**config.mk**
```make
export PLATFORM = sky130hd
export DESIGN_NAME = tg_debug_port
export DESIGN_NICKNAME = d
export VERILOG_FILES = /design/src/rtl/visor_debug_pkg.sv /design/src/rtl/tg_bp_unit.sv /design/src/rtl/tg_debug_port.sv
export SDC_FILE = /design/constraint.sdc
export NUM_CORES = 1
export LEC_CHECK = 0
export CAP_MARGIN = 20
export CORE_MARGIN = 2
export CORE_UTILIZATION = 25
export DETAILED_ROUTE_END_ITERATION = 8
export PLACE_DENSITY = 0.57
export SLEW_MARGIN = 20
export SYNTH_ARGS = -nofsm -noshare
export SYNTH_HDL_FRONTEND = slang
export SYNTH_SLANG_ARGS = --single-unit
```
**constraint.sdc**
```tcl
create_clock -name sysclk -period 2.4 [get_ports sysclk]
set_input_delay 0.48 -clock sysclk [delete_from_list [all_inputs] [get_ports sysclk]]
set_output_delay 0.48 -clock sysclk [all_outputs]
set_load 0.01 [all_outputs]
```
**src/rtl/visor_debug_pkg.sv**
```systemverilog
// Shared constants for the visor debug interface: register select codes,
// control bit positions, the target-side FSM encoding and the disabled-breakpoint value.
package visor_debug_pkg;

    // visor_wr_sel codes
    localparam logic [2:0] SEL_BP0        = 3'd0;
    localparam logic [2:0] SEL_BP1        = 3'd1;
    localparam logic [2:0] SEL_BP2        = 3'd2;
    localparam logic [2:0] SEL_BP3        = 3'd3;
    localparam logic [2:0] SEL_BUS_CTRL   = 3'd4;
    localparam logic [2:0] SEL_TG_FORCE   = 3'd5;
    localparam logic [2:0] SEL_TG_CODE_IN = 3'd6;

    // bus_ctrl bit positions
    localparam int unsigned BUS_TG_RESET = 1;
    localparam int unsigned BUS_DIVERT   = 2;

    // tg_force bit positions
    localparam int unsigned FORCE_HOLD     = 0;
    localparam int unsigned FORCE_LOAD_EXR = 1;
    localparam int unsigned FORCE_EXEC     = 2;

    typedef enum logic [0:0] {
        ST_RUN    = 1'b0,
        ST_HALTED = 1'b1
    } tg_state_e;

    // Breakpoint value that never matches
    localparam logic [15:0] BP_DISABLE_DEFAULT = 16'hffff;

endpackage

```
**src/rtl/tg_bp_unit.sv**
```systemverilog
// One hardware breakpoint: address register, hit status and pass-once flag.
// Ports: clk/rst_n (sync, active low); wr_en/wdata load the address;
// clr drops status and pass-once (target reset); arm enables matching;
// fetch_addr/exr_load observe target fetches; addr_q/status_q readback;
// match_c is the combinational qualified match for this breakpoint.
module tg_bp_unit
    import visor_debug_pkg::*;
#(
    parameter int unsigned       ADDR_W     = 16,
    parameter logic [ADDR_W-1:0] BP_DISABLE = ADDR_W'(BP_DISABLE_DEFAULT)
) (
    input  logic              clk,
    input  logic              rst_n,
    input  logic              wr_en,
    input  logic [ADDR_W-1:0] wdata,
    input  logic              clr,
    input  logic              arm,
    input  logic [ADDR_W-1:0] fetch_addr,
    input  logic              exr_load,
    output logic [ADDR_W-1:0] addr_q,
    output logic              status_q,
    output logic              match_c
);

    logic [ADDR_W-1:0] addr_d;
    logic              status_d;
    logic              pass_d;
    logic              pass_q;
    logic              hit_c;

    assign hit_c   = exr_load & (fetch_addr == addr_q) & (addr_q != BP_DISABLE);
    // A concurrent visor write to this breakpoint suppresses its match
    assign match_c = hit_c & ~pass_q & arm & ~wr_en;

    // Next-state: fetch events first, visor write overrides, target reset overrides all
    always_comb begin
        addr_d   = addr_q;
        status_d = status_q;
        pass_d   = pass_q;

        if (hit_c) begin
            pass_d = 1'b0;
        end
        if (match_c) begin
            status_d = 1'b1;
        end
        if (wr_en) begin
            addr_d   = wdata;
            status_d = 1'b0;
            if (wdata == BP_DISABLE) begin
                pass_d = 1'b0;
            end else if (wdata == addr_q) begin
                // Re-arming the address that just hit steps over it once
                if (status_q) begin
                    pass_d = 1'b1;
                end
            end else begin
                pass_d = 1'b0;
            end
        end
        if (clr) begin
            status_d = 1'b0;
            pass_d   = 1'b0;
        end
    end

    always_ff @(posedge clk) begin
        if (!rst_n) begin
            addr_q   <= BP_DISABLE;
            status_q <= 1'b0;
            pass_q   <= 1'b0;
        end else begin
            addr_q   <= addr_d;
            status_q <= status_d;
            pass_q   <= pass_d;
        end
    end

endmodule

```
**src/rtl/tg_debug_port.sv**
```systemverilog
// Target-side debug responder: breakpoints that halt fetch, code-bus diversion,
// forced exr load/exec strobes, exr shadow capture and a target->visor data register.
// Ports: sysclk/sysreset_n (sync, active low); visor_wr_* register writes;
// bp_addr_q/bp_status/exr_shadow/tg_to_visor_reg readback; tg_fetch_addr/tg_exr_load/
// tg_code_rom/tg_r15_* from the target side; tg_code_out/tg_reset/tg_hold/
// tg_force_load_exr/tg_force_exec drive the target.
module tg_debug_port
    import visor_debug_pkg::*;
#(
    parameter int unsigned       NUM_BP     = 4,
    parameter int unsigned       ADDR_W     = 16,
    parameter int unsigned       DATA_W     = 16,
    parameter logic [ADDR_W-1:0] BP_DISABLE = ADDR_W'(BP_DISABLE_DEFAULT)
) (
    input  logic                     sysclk,
    input  logic                     sysreset_n,
    input  logic                     visor_wr_en,
    input  logic [2:0]               visor_wr_sel,
    input  logic [DATA_W-1:0]        visor_wdata,
    output logic [NUM_BP*ADDR_W-1:0] bp_addr_q,
    output logic [NUM_BP-1:0]        bp_status,
    output logic [DATA_W-1:0]        exr_shadow,
    output logic [DATA_W-1:0]        tg_to_visor_reg,
    input  logic [ADDR_W-1:0]        tg_fetch_addr,
    input  logic                     tg_exr_load,
    input  logic [DATA_W-1:0]        tg_code_rom,
    output logic [DATA_W-1:0]        tg_code_out,
    input  logic                     tg_r15_wr,
    input  logic [DATA_W-1:0]        tg_r15_data,
    output logic                     tg_reset,
    output logic                     tg_hold,
    output logic                     tg_force_load_exr,
    output logic                     tg_force_exec
);

    tg_state_e         state_q, state_d;
    logic              tg_reset_q, tg_reset_d;
    logic              divert_q, divert_d;
    logic              force_hold_q, force_hold_d;
    logic [DATA_W-1:0] code_in_q, code_in_d;
    logic              load_pulse_q, load_pulse_d;
    logic              exec_pulse_q, exec_pulse_d;
    logic              hold_q, hold_d;
    logic [DATA_W-1:0] exr_shadow_q, exr_shadow_d;
    logic [DATA_W-1:0] to_visor_q, to_visor_d;
    logic [NUM_BP-1:0] match_c;
    logic              arm_c;

    // Matching only while running freely: not in target reset, not force-held
    assign arm_c = (state_q == ST_RUN) & ~tg_reset_q & ~force_hold_q;

    for (genvar i = 0; i < NUM_BP; i++) begin : g_bp
        tg_bp_unit #(
            .ADDR_W     (ADDR_W),
            .BP_DISABLE (BP_DISABLE)
        ) u_bp (
            .clk        (sysclk),
            .rst_n      (sysreset_n),
            .wr_en      (visor_wr_en & (visor_wr_sel == 3'(i))),
            .wdata      (ADDR_W'(visor_wdata)),
            .clr        (tg_reset_q),
            .arm        (arm_c),
            .fetch_addr (tg_fetch_addr),
            .exr_load   (tg_exr_load),
            .addr_q     (bp_addr_q[i*ADDR_W +: ADDR_W]),
            .status_q   (bp_status[i]),
            .match_c    (match_c[i])
        );
    end

    // FSM, control registers, force pulses and capture registers
    always_comb begin
        state_d      = state_q;
        tg_reset_d   = tg_reset_q;
        divert_d     = divert_q;
        force_hold_d = force_hold_q;
        code_in_d    = code_in_q;
        load_pulse_d = 1'b0;
        exec_pulse_d = 1'b0;
        exr_shadow_d = exr_shadow_q;
        to_visor_d   = to_visor_q;

        if (visor_wr_en) begin
            case (visor_wr_sel)
                SEL_BUS_CTRL: begin
                    tg_reset_d = visor_wdata[BUS_TG_RESET];
                    divert_d   = visor_wdata[BUS_DIVERT];
                end
                SEL_TG_FORCE: begin
                    force_hold_d = visor_wdata[FORCE_HOLD];
                    load_pulse_d = visor_wdata[FORCE_LOAD_EXR];
                    exec_pulse_d = visor_wdata[FORCE_EXEC];
                end
                SEL_TG_CODE_IN: code_in_d = visor_wdata;
                default: ;
            endcase
        end

        if (tg_reset_q) begin
            state_d = ST_RUN;
        end else begin
            case (state_q)
                ST_RUN: begin
                    if (|match_c) begin
                        state_d      = ST_HALTED;
                        exr_shadow_d = tg_code_rom;
                    end
                end
                ST_HALTED: begin
                    if (bp_status == '0) begin
                        state_d = ST_RUN;
                    end
                end
                default: state_d = ST_RUN;
            endcase
        end

        hold_d = (state_d == ST_HALTED) | force_hold_d;

        if (tg_r15_wr) begin
            to_visor_d = tg_r15_data;
        end
    end

    always_ff @(posedge sysclk) begin
        if (!sysreset_n) begin
            state_q      <= ST_RUN;
            tg_reset_q   <= 1'b0;
            divert_q     <= 1'b0;
            force_hold_q <= 1'b0;
            code_in_q    <= '0;
            load_pulse_q <= 1'b0;
            exec_pulse_q <= 1'b0;
            hold_q       <= 1'b0;
            exr_shadow_q <= '0;
            to_visor_q   <= '0;
        end else begin
            state_q      <= state_d;
            tg_reset_q   <= tg_reset_d;
            divert_q     <= divert_d;
            force_hold_q <= force_hold_d;
            code_in_q    <= code_in_d;
            load_pulse_q <= load_pulse_d;
            exec_pulse_q <= exec_pulse_d;
            hold_q       <= hold_d;
            exr_shadow_q <= exr_shadow_d;
            to_visor_q   <= to_visor_d;
        end
    end

    // Code bus diversion is a pure mux so ROM data passes through without latency
    assign tg_code_out       = divert_q ? code_in_q : tg_code_rom;
    assign tg_reset          = tg_reset_q;
    assign tg_hold           = hold_q;
    assign tg_force_load_exr = load_pulse_q;
    assign tg_force_exec     = exec_pulse_q;
    assign exr_shadow        = exr_shadow_q;
    assign tg_to_visor_reg   = to_visor_q;

endmodule
```
==> results.sh, run 1 <==
export IMPL_number_of_ports_placed_on_the_die_boundary=192
export IMPL_fin_ws_ns=0.0725
export IMPL_largest_register_ff_count=64
export IMPL_detailedPlacementHpwl_um=21300
export IMPL_globalRouteOverflowTotal=0
export IMPL_crit_reg2reg_capture="exr_shadow[1]"
export IMPL_grt_pass1_wl_um=42000
export IMPL_post_dr_vias_cell=4.92
export IMPL_dieArea_um2=28700
export IMPL_num_antenna_cells=0
export IMPL_outcome="finished clean"
export IMPL_cp_start_kind="flop"
export IMPL_synth_seq_area_share_pct=37.2
export IMPL_p_int_uw=4780
export IMPL_detail_route_drc_violations=0
export IMPL_route_detailed_wl_per_inst_um=19.6
export IMPL_yosysWarningCount=0
export IMPL_tritonroute_pass_1_iters=5
export IMPL_achievable_frequency_ghz=0.430
export IMPL_hold_path_class="flop to flop"
export IMPL_drv_max_cap_violation_count=0
export IMPL_area_growth_syn_to_layout_pct=54.9
export IMPL_rsz0062_at_grt="no"
export IMPL_number_of_global_route_vias_before_repair=6940
export IMPL_grt_start_max_net_pins=67
export IMPL_layout_core_utilization_pct=39.4
export IMPL_initial_utilization_pct=25.5
export IMPL_place_ws_ns=-0.341
export IMPL_routed_wirelength_um=28200
export IMPL_postSynthCellCount=820
export IMPL_total_leakage_power_uw=0.00432
export IMPL_syn_cell_area_um2=6840
export IMPL_ctsRootBufferMaster="sky130_fd_sc_hd__clkbuf_16"
export IMPL_worst_setup_hold_path_clk_slew_ns=0.06
export IMPL_clk_latency_ns=0.42
export IMPL_power_clock_fraction_pct=47.9
export IMPL_holdCritStartpoint="code_in_q[5]"
export IMPL_worst_path_max_fanout=16
export IMPL_endpoint_kind="output port"
export IMPL_worstReg2RegStart="tg_reset"
export IMPL_synthDistinctLibCells=47
export IMPL_synth_area_per_cell_um2=8.34
export IMPL_timing_worst_setup_path_type="flop to output port"
export IMPL_max_clock_path_buffers=2
export IMPL_rr_worst_depth=8
export IMPL_antenna_found_initial=0
export IMPL_final_hold_violation_count=0
export IMPL_timing_clock_skew_ns=0.00768
export IMPL_cts_inserted_buffers=17
export IMPL_htreeDepth=4
export IMPL_postCtsSetupBuffers=0
export IMPL_power_sequential_fraction_pct=35.3
export IMPL_synth_ff_type="sky130_fd_sc_hd__dfxtp_1"
export IMPL_drv_slew=0
export IMPL_final_cell_mix="sky130_fd_sc_hd__clkdlybuf4s50_1 (190), sky130_fd_sc_hd__nand2_1 (169), sky130_fd_sc_hd__dfxtp_1 (127)"
export IMPL_die_h_um=169
export IMPL_io_buffers=191
export IMPL_report_power_total_uw=6320
export IMPL_mostFrequentLayoutCell="sky130_fd_sc_hd__clkdlybuf4s50_1"
export IMPL_final_nets=1155
export IMPL_req_time_crit_path_ns=1.92
export IMPL_detailroute_via_count=7067
export IMPL_coreArea_um2=26900
export IMPL_ys_async_sr_fraction_pct=0
export IMPL_synth_ff_latch_count=127
export IMPL_clock_sinks=127
export IMPL_die_width_um=169
export IMPL_timing_final_setup_violations=0
export IMPL_dr_first_iter_drc_count=531
export IMPL_worst_r2r_setup_slack_ns=0.19
export IMPL_pwr_density_cell_nw_per_um2=596
export IMPL_placer_congestion=0.923
export IMPL_critical_path_arrival_ns=1.85
export IMPL_slew_limit_headroom_pct=50.4
export IMPL_switching_power_uw=1540
export IMPL_drtAntennaViolNets=0
export IMPL_power_switching_share_pct=24.4
export IMPL_timing_final_crit_share_pct=97.0
export IMPL_tightestPinTransition_ns=0.744
export IMPL_synth_enable_flop_cells=0
export IMPL_combinationalPowerShare_pct=16.8
export IMPL_tritoncts="yes"
export IMPL_global_route_total_usage_across_every_layer_pct=19.4
export IMPL_max_flop_register="g_bp.u_bp.addr_q"
export IMPL_final_layout_size_suffix_gt1_share_pct=18.9
export IMPL_worst_hold_depth=2
export IMPL_num_rows=60
export IMPL_layout_min_cycle_time_ns=2.33
export IMPL_whs_endpoint="code_in_q[5]"
export IMPL_ir_drop_v=0.000382
export IMPL_net_count_after_synthesis=892
layer usage:
| metal | track usage, % | wire length, um | vias up |
|---|---|---|---|
| li1 | - | - | 3338 |
| met4 | 9.25 | 1160 | 0 |
| met2 | 32.5 | 13600 | 291 |
| met3 | 4.59 | 1980 | 77 |
| met5 | 0 | 0 | - |
| met1 | 23.5 | 11500 | 3361 |
layout make-up:
cell class	count	area (um2)
fill	2705	16300
multi-input combinational	613	3890
timing repair buffer	322	3040
sequential	127	2540
clock buffer	22	484
tap	341	427
clock inverter	10	205
inverter	2	7.51
cells in the mapped netlist, types with 3 or more instances:
cell type | count | area share, %
sky130_fd_sc_hd__or3_1 | 4 | 0.37
sky130_fd_sc_hd__mux2_2 | 16 | 2.6
sky130_fd_sc_hd__a21oi_1 | 33 | 2.4
sky130_fd_sc_hd__nor4_1 | 24 | 2.2
sky130_fd_sc_hd__mux2i_1 | 19 | 2.8
sky130_fd_sc_hd__nand4_1 | 34 | 3.1
sky130_fd_sc_hd__buf_1 | 4 | 0.22
sky130_fd_sc_hd__xnor2_1 | 51 | 6.5
sky130_fd_sc_hd__xnor2_2 | 5 | 1.2
sky130_fd_sc_hd__buf_4 | 7 | 0.77
sky130_fd_sc_hd__nor2_1 | 32 | 1.8
sky130_fd_sc_hd__nand2_1 | 169 | 9.3
sky130_fd_sc_hd__buf_6 | 8 | 1.3
sky130_fd_sc_hd__nor3b_1 | 3 | 0.33
sky130_fd_sc_hd__nand3_1 | 92 | 6.7
sky130_fd_sc_hd__and3_1 | 5 | 0.46
sky130_fd_sc_hd__o41ai_2 | 8 | 1.9
sky130_fd_sc_hd__dfxtp_1 | 127 | 37
sky130_fd_sc_hd__xor2_1 | 72 | 9.2
sky130_fd_sc_hd__o41ai_1 | 9 | 1.2
sky130_fd_sc_hd__o211ai_1 | 4 | 0.44
sky130_fd_sc_hd__clkbuf_1 | 44 | 2.4
sky130_fd_sc_hd__buf_2 | 12 | 0.88
sky130_fd_sc_hd__nor3_1 | 5 | 0.37
logic make-up after synthesis:
logic type	after synthesis	synth area share, %
simple gates	389	27.5
xor+xnor	128	16.9
flops	127	37.2
buf+inv	80	6.22
compound gates	61	6.77
mux	35	5.41
how the worst max path moves through the flow:
stage | slack (ns) | startpoint | depth (start not counted) | endpoint
finish | 0.07 | divert_q | 3 | tg_code_out[1]
floorplan | 0.28 | tg_fetch_addr[5] | 8 | exr_shadow[10]
global route | 0.000008 | divert_q | 3 | tg_code_out[6]
detailed placement | -0.34 | tg_fetch_addr[2] | 9 | exr_shadow[13]
CTS | 0.04 | divert_q | 3 | tg_code_out[15]
global placement | -0.30 | tg_fetch_addr[2] | 9 | exr_shadow[7]
power groups by stage:
stage | Clock, uW | Sequential, uW | Combinational [uW]
floorplan | 0 | 2310 | 441
CTS | 3050 | 2230 | 1050
detailed placement | 0 | 2280 | 1050
global placement | 0 | 2280 | 1040
global route | 3140 | 2240 | 1130
finish | 3030 | 2230 | 1060
stage by stage:
| step | hold slack, ns | setup TNS (ns) | cells | area [um2] |
|---|---|---|---|---|
| final | 0.452 | 0 | 1437 | 10600 |
| after global routing | 0.469 | 0 | 1437 | 10600 |
| after CTS | 0.454 | 0 | 1437 | 10600 |
| after detailed placement | 0.444 | -6.12 | 1405 | 9900 |
| after global placement | 0.444 | -5.24 | 1405 | 9900 |
| after floorplan | 0.433 | 0 | 820 | 6840 |
what timing repair did:
item | 4_1_cts | 5_1_grt
setup endpoints to repair | 0 | 6
gates resized for setup | 0 | 1
hold buffers | 0 | 0
critical path, cell delays in order, from the launching register on:
cell,delay [ns]
sky130_fd_sc_hd__dfxtp_1,0.32
sky130_fd_sc_hd__buf_4,0.25
sky130_fd_sc_hd__mux2_2,0.36
sky130_fd_sc_hd__clkdlybuf4s50_1,0.49
No activity file was read; power rests on OpenSTA's default activity.
==> run 2: changes to the inputs <==
- CAP_MARGIN: 20 -> unset
==> results of run 2 <==
No change in the layout: final DEF, timing and power equal those of run 1.
==> run 3: changes to the inputs <==
- PLACE_DENSITY: 0.57 -> 0.59
- clock period: 2.4 -> 2 ns (I/O delays scaled with it)
==> results.sh, run 3 (synthesized netlist as in run 1, its figures left out) <==
export IMPL_final_layout_size_suffix_gt1_share_pct=28.0
export IMPL_report_power_total_uw=7190
export IMPL_p_int_uw=5200
export IMPL_worstReg2RegStart="g_bp[1].u_bp.addr_q[7]"
export IMPL_number_of_non_filler_instances_in_the_completed_layout=1520
export IMPL_antenna_found_initial=0
export IMPL_cts_inserted_buffers=17
export IMPL_fillerInstances=2642
export IMPL_routed_wirelength_um=29500
export IMPL_cpLargestDelayFamily="simple AND/OR/NAND/NOR gates"
export IMPL_max_clock_path_buffers=2
export IMPL_detailroute_via_count=7463
export IMPL_detailedPlacementHpwl_um=22400
export IMPL_timing_final_crit_share_pct=99.4
export IMPL_timing_clock_skew_ns=0.0101
export IMPL_die_width_um=169
export IMPL_grt_pass1_wl_um=44200
export IMPL_power_switching_share_pct=27.6
export IMPL_detail_route_drc_violations=0
export IMPL_tightestPinTransition_ns=0.738
export IMPL_worst_setup_hold_path_clk_slew_ns=0.06
export IMPL_io_buffers=191
export IMPL_power_clock_fraction_pct=43.0
export IMPL_area_growth_syn_to_layout_pct=68.4
export IMPL_path_cells="xnor2_2, nand4_1, or4_4, nor3_4, buf_12, clkbuf_16, o41ai_4, a21oi_1"
export IMPL_endpoint_kind="flop"
export IMPL_largest_register_ff_count=64
export IMPL_timing_worst_setup_path_type="flop to flop"
export IMPL_cpMaxStageDelayCell="sky130_fd_sc_hd__or4_4"
export IMPL_switching_power_uw=1990
export IMPL_cp_start_kind="flop"
export IMPL_cpPeakStageDelay_ns=0.58
export IMPL_final_nets=1238
export IMPL_drv_slew=0
export IMPL_number_of_ports_placed_on_the_die_boundary=192
export IMPL_req_time_crit_path_ns=2.36
export IMPL_worst_path_stages=8
export IMPL_critical_path_arrival_ns=2.35
export IMPL_clk_latency_ns=0.43
export IMPL_final_hold_violation_count=0
export IMPL_mostFrequentLayoutCell="sky130_fd_sc_hd__buf_4"
export IMPL_outcome="finished clean"
export IMPL_crit_start="g_bp[1].u_bp.addr_q[7]"
export IMPL_crit_buf_inv=2
export IMPL_route_detailed_wl_per_inst_um=19.4
export IMPL_num_antenna_cells=0
export IMPL_coreArea_um2=26900
export IMPL_cp_endpoint="exr_shadow[9]"
export IMPL_dr_first_iter_drc_count=647
export IMPL_drv_max_cap_violation_count=0
export IMPL_placer_congestion=0.957
export IMPL_ir_drop_v=0.000435
export IMPL_pwr_density_cell_nw_per_um2=624
export IMPL_seqCellArea_um2=2580
export IMPL_die_h_um=169
export IMPL_tritonroute_pass_1_iters=7
export IMPL_htreeDepth=4
export IMPL_ctsRootBufferMaster="sky130_fd_sc_hd__clkbuf_16"
export IMPL_number_of_global_route_vias_before_repair=7449
export IMPL_hold_path_class="input pin to flop"
export IMPL_total_leakage_power_uw=0.00492
export IMPL_drtAntennaViolNets=0
export IMPL_global_route_total_usage_across_every_layer_pct=20.5
export IMPL_layout_core_utilization_pct=42.9
export IMPL_worst_r2r_setup_slack_ns=0.01
export IMPL_placed_cells=1480
export IMPL_multi_input_logic_area_um2=4090
export IMPL_rr_worst_depth=8
export IMPL_max_flop_register="g_bp.u_bp.addr_q"
export IMPL_final_cell_mix="sky130_fd_sc_hd__buf_4 (184), sky130_fd_sc_hd__nand2_1 (169), sky130_fd_sc_hd__clkdlybuf4s50_1 (153)"
export IMPL_layout_min_cycle_time_ns=1.99
export IMPL_grt_start_max_net_pins=67
export IMPL_crit_reg2reg_capture="exr_shadow[9]"
export IMPL_fin_hold_ws_ns=0.430
export IMPL_combinationalPowerShare_pct=20.0
export IMPL_dieArea_um2=28700
export IMPL_worst_path_max_fanout=4
export IMPL_rsz0062_at_grt="yes"
export IMPL_timing_final_setup_violations=0
export IMPL_achievable_frequency_ghz=0.503
export IMPL_globalRouteOverflowTotal=0
export IMPL_initial_utilization_pct=25.5
export IMPL_power_sequential_fraction_pct=37.0
export IMPL_num_rows=60
export IMPL_tritoncts="yes"
export IMPL_slew_limit_headroom_pct=50.8
export IMPL_post_dr_vias_cell=4.91
export IMPL_clock_sinks=127
run 3: changes by cell type in the layout (fill, tap and decap cells not counted), moves of 11 or more:
cell and change:
sky130_fd_sc_hd__buf_4 +65, sky130_fd_sc_hd__clkdlybuf4s15_1 +16, sky130_fd_sc_hd__clkdlybuf4s50_1 -37, sky130_fd_sc_hd__dfxtp_1 -17
sky130_fd_sc_hd__dfxtp_2 +11, sky130_fd_sc_hd__dlygate4sd2_1 +15
run 3: layout make-up:
class / instances / share of cell area, %
multi-input cells: 613 / 35.5
repair buffers: 405 / 33.3
flip-flops and latches: 127 / 22.4
clock buffers: 19 / 3.76
well taps: 341 / 3.70
clock inverters: 13 / 1.22
inverters: 2 / 0.0652
run 3: worst min-delay path by stage:
stage | from | endpoint | cells past startpoint
after global placement | code_in_q[12] | code_in_q[12] | 2
after global routing | visor_wdata[4] | g_bp[0].u_bp.addr_q[4] | 3
after CTS | sysreset_n | tg_reset | 3
final | visor_wdata[4] | g_bp[0].u_bp.addr_q[4] | 3
after detailed placement | code_in_q[9] | code_in_q[9] | 2
after floorplan | code_in_q[0] | code_in_q[0] | 2
run 3: power by group through the flow:
stage	sequential (uW)	clock [uW]	combinational [uW]
final	2660	3090	1440
after CTS	2660	3110	1400
after global routing	2670	3230	1530
after floorplan	2770	0	542
after detailed placement	2710	0	1390
after global placement	2710	0	1390
run 3: timing repair:
| action | 4_1_cts | 5_1_grt |
|---|---|---|
| setup buffers | 4 | 1 |
| gates cloned | 1 | 2 |
| resized for setup | 56 | 57 |
| hold buffers | 0 | 0 |
| pin swaps | 4 | 8 |
| setup endpoints to repair | 38 | 35 |
run 3: metrics by stage:
stage	setup TNS, ns	worst slack [ns]	cell area, um2
global placement	-12.94	-0.571	10600
floorplan	-0.149	-0.0214	6910
finish	0	0.0128	11500
global route	-0.872	-0.0748	11500
detailed placement	-14.39	-0.614	10600
CTS	-0.0115	-0.0115	11300
run 3: per-layer routing:
| metal | share of wire, % | up-vias | GRT usage (%) | wire length, um |
|---|---|---|---|---|
| li1 | - | 3508 | - | - |
| met1 | 42 | 3586 | 25.7 | 12500 |
| met2 | 48 | 307 | 35.0 | 14300 |
| met3 | 6.3 | 62 | 3.59 | 1860 |
| met4 | 2.9 | 0 | 7.80 | 868 |
| met5 | 0 | - | 0 | 0 |
run 3: worst reg2reg max path: cells and delay by family (launching register included):
kind / cells / cell delay [ns]
xor+xnor: 1 / 0.14
buf+inv: 2 / 0.30
simple gates: 3 / 0.89
compound gates: 2 / 0.23
flops: 1 / 0.37
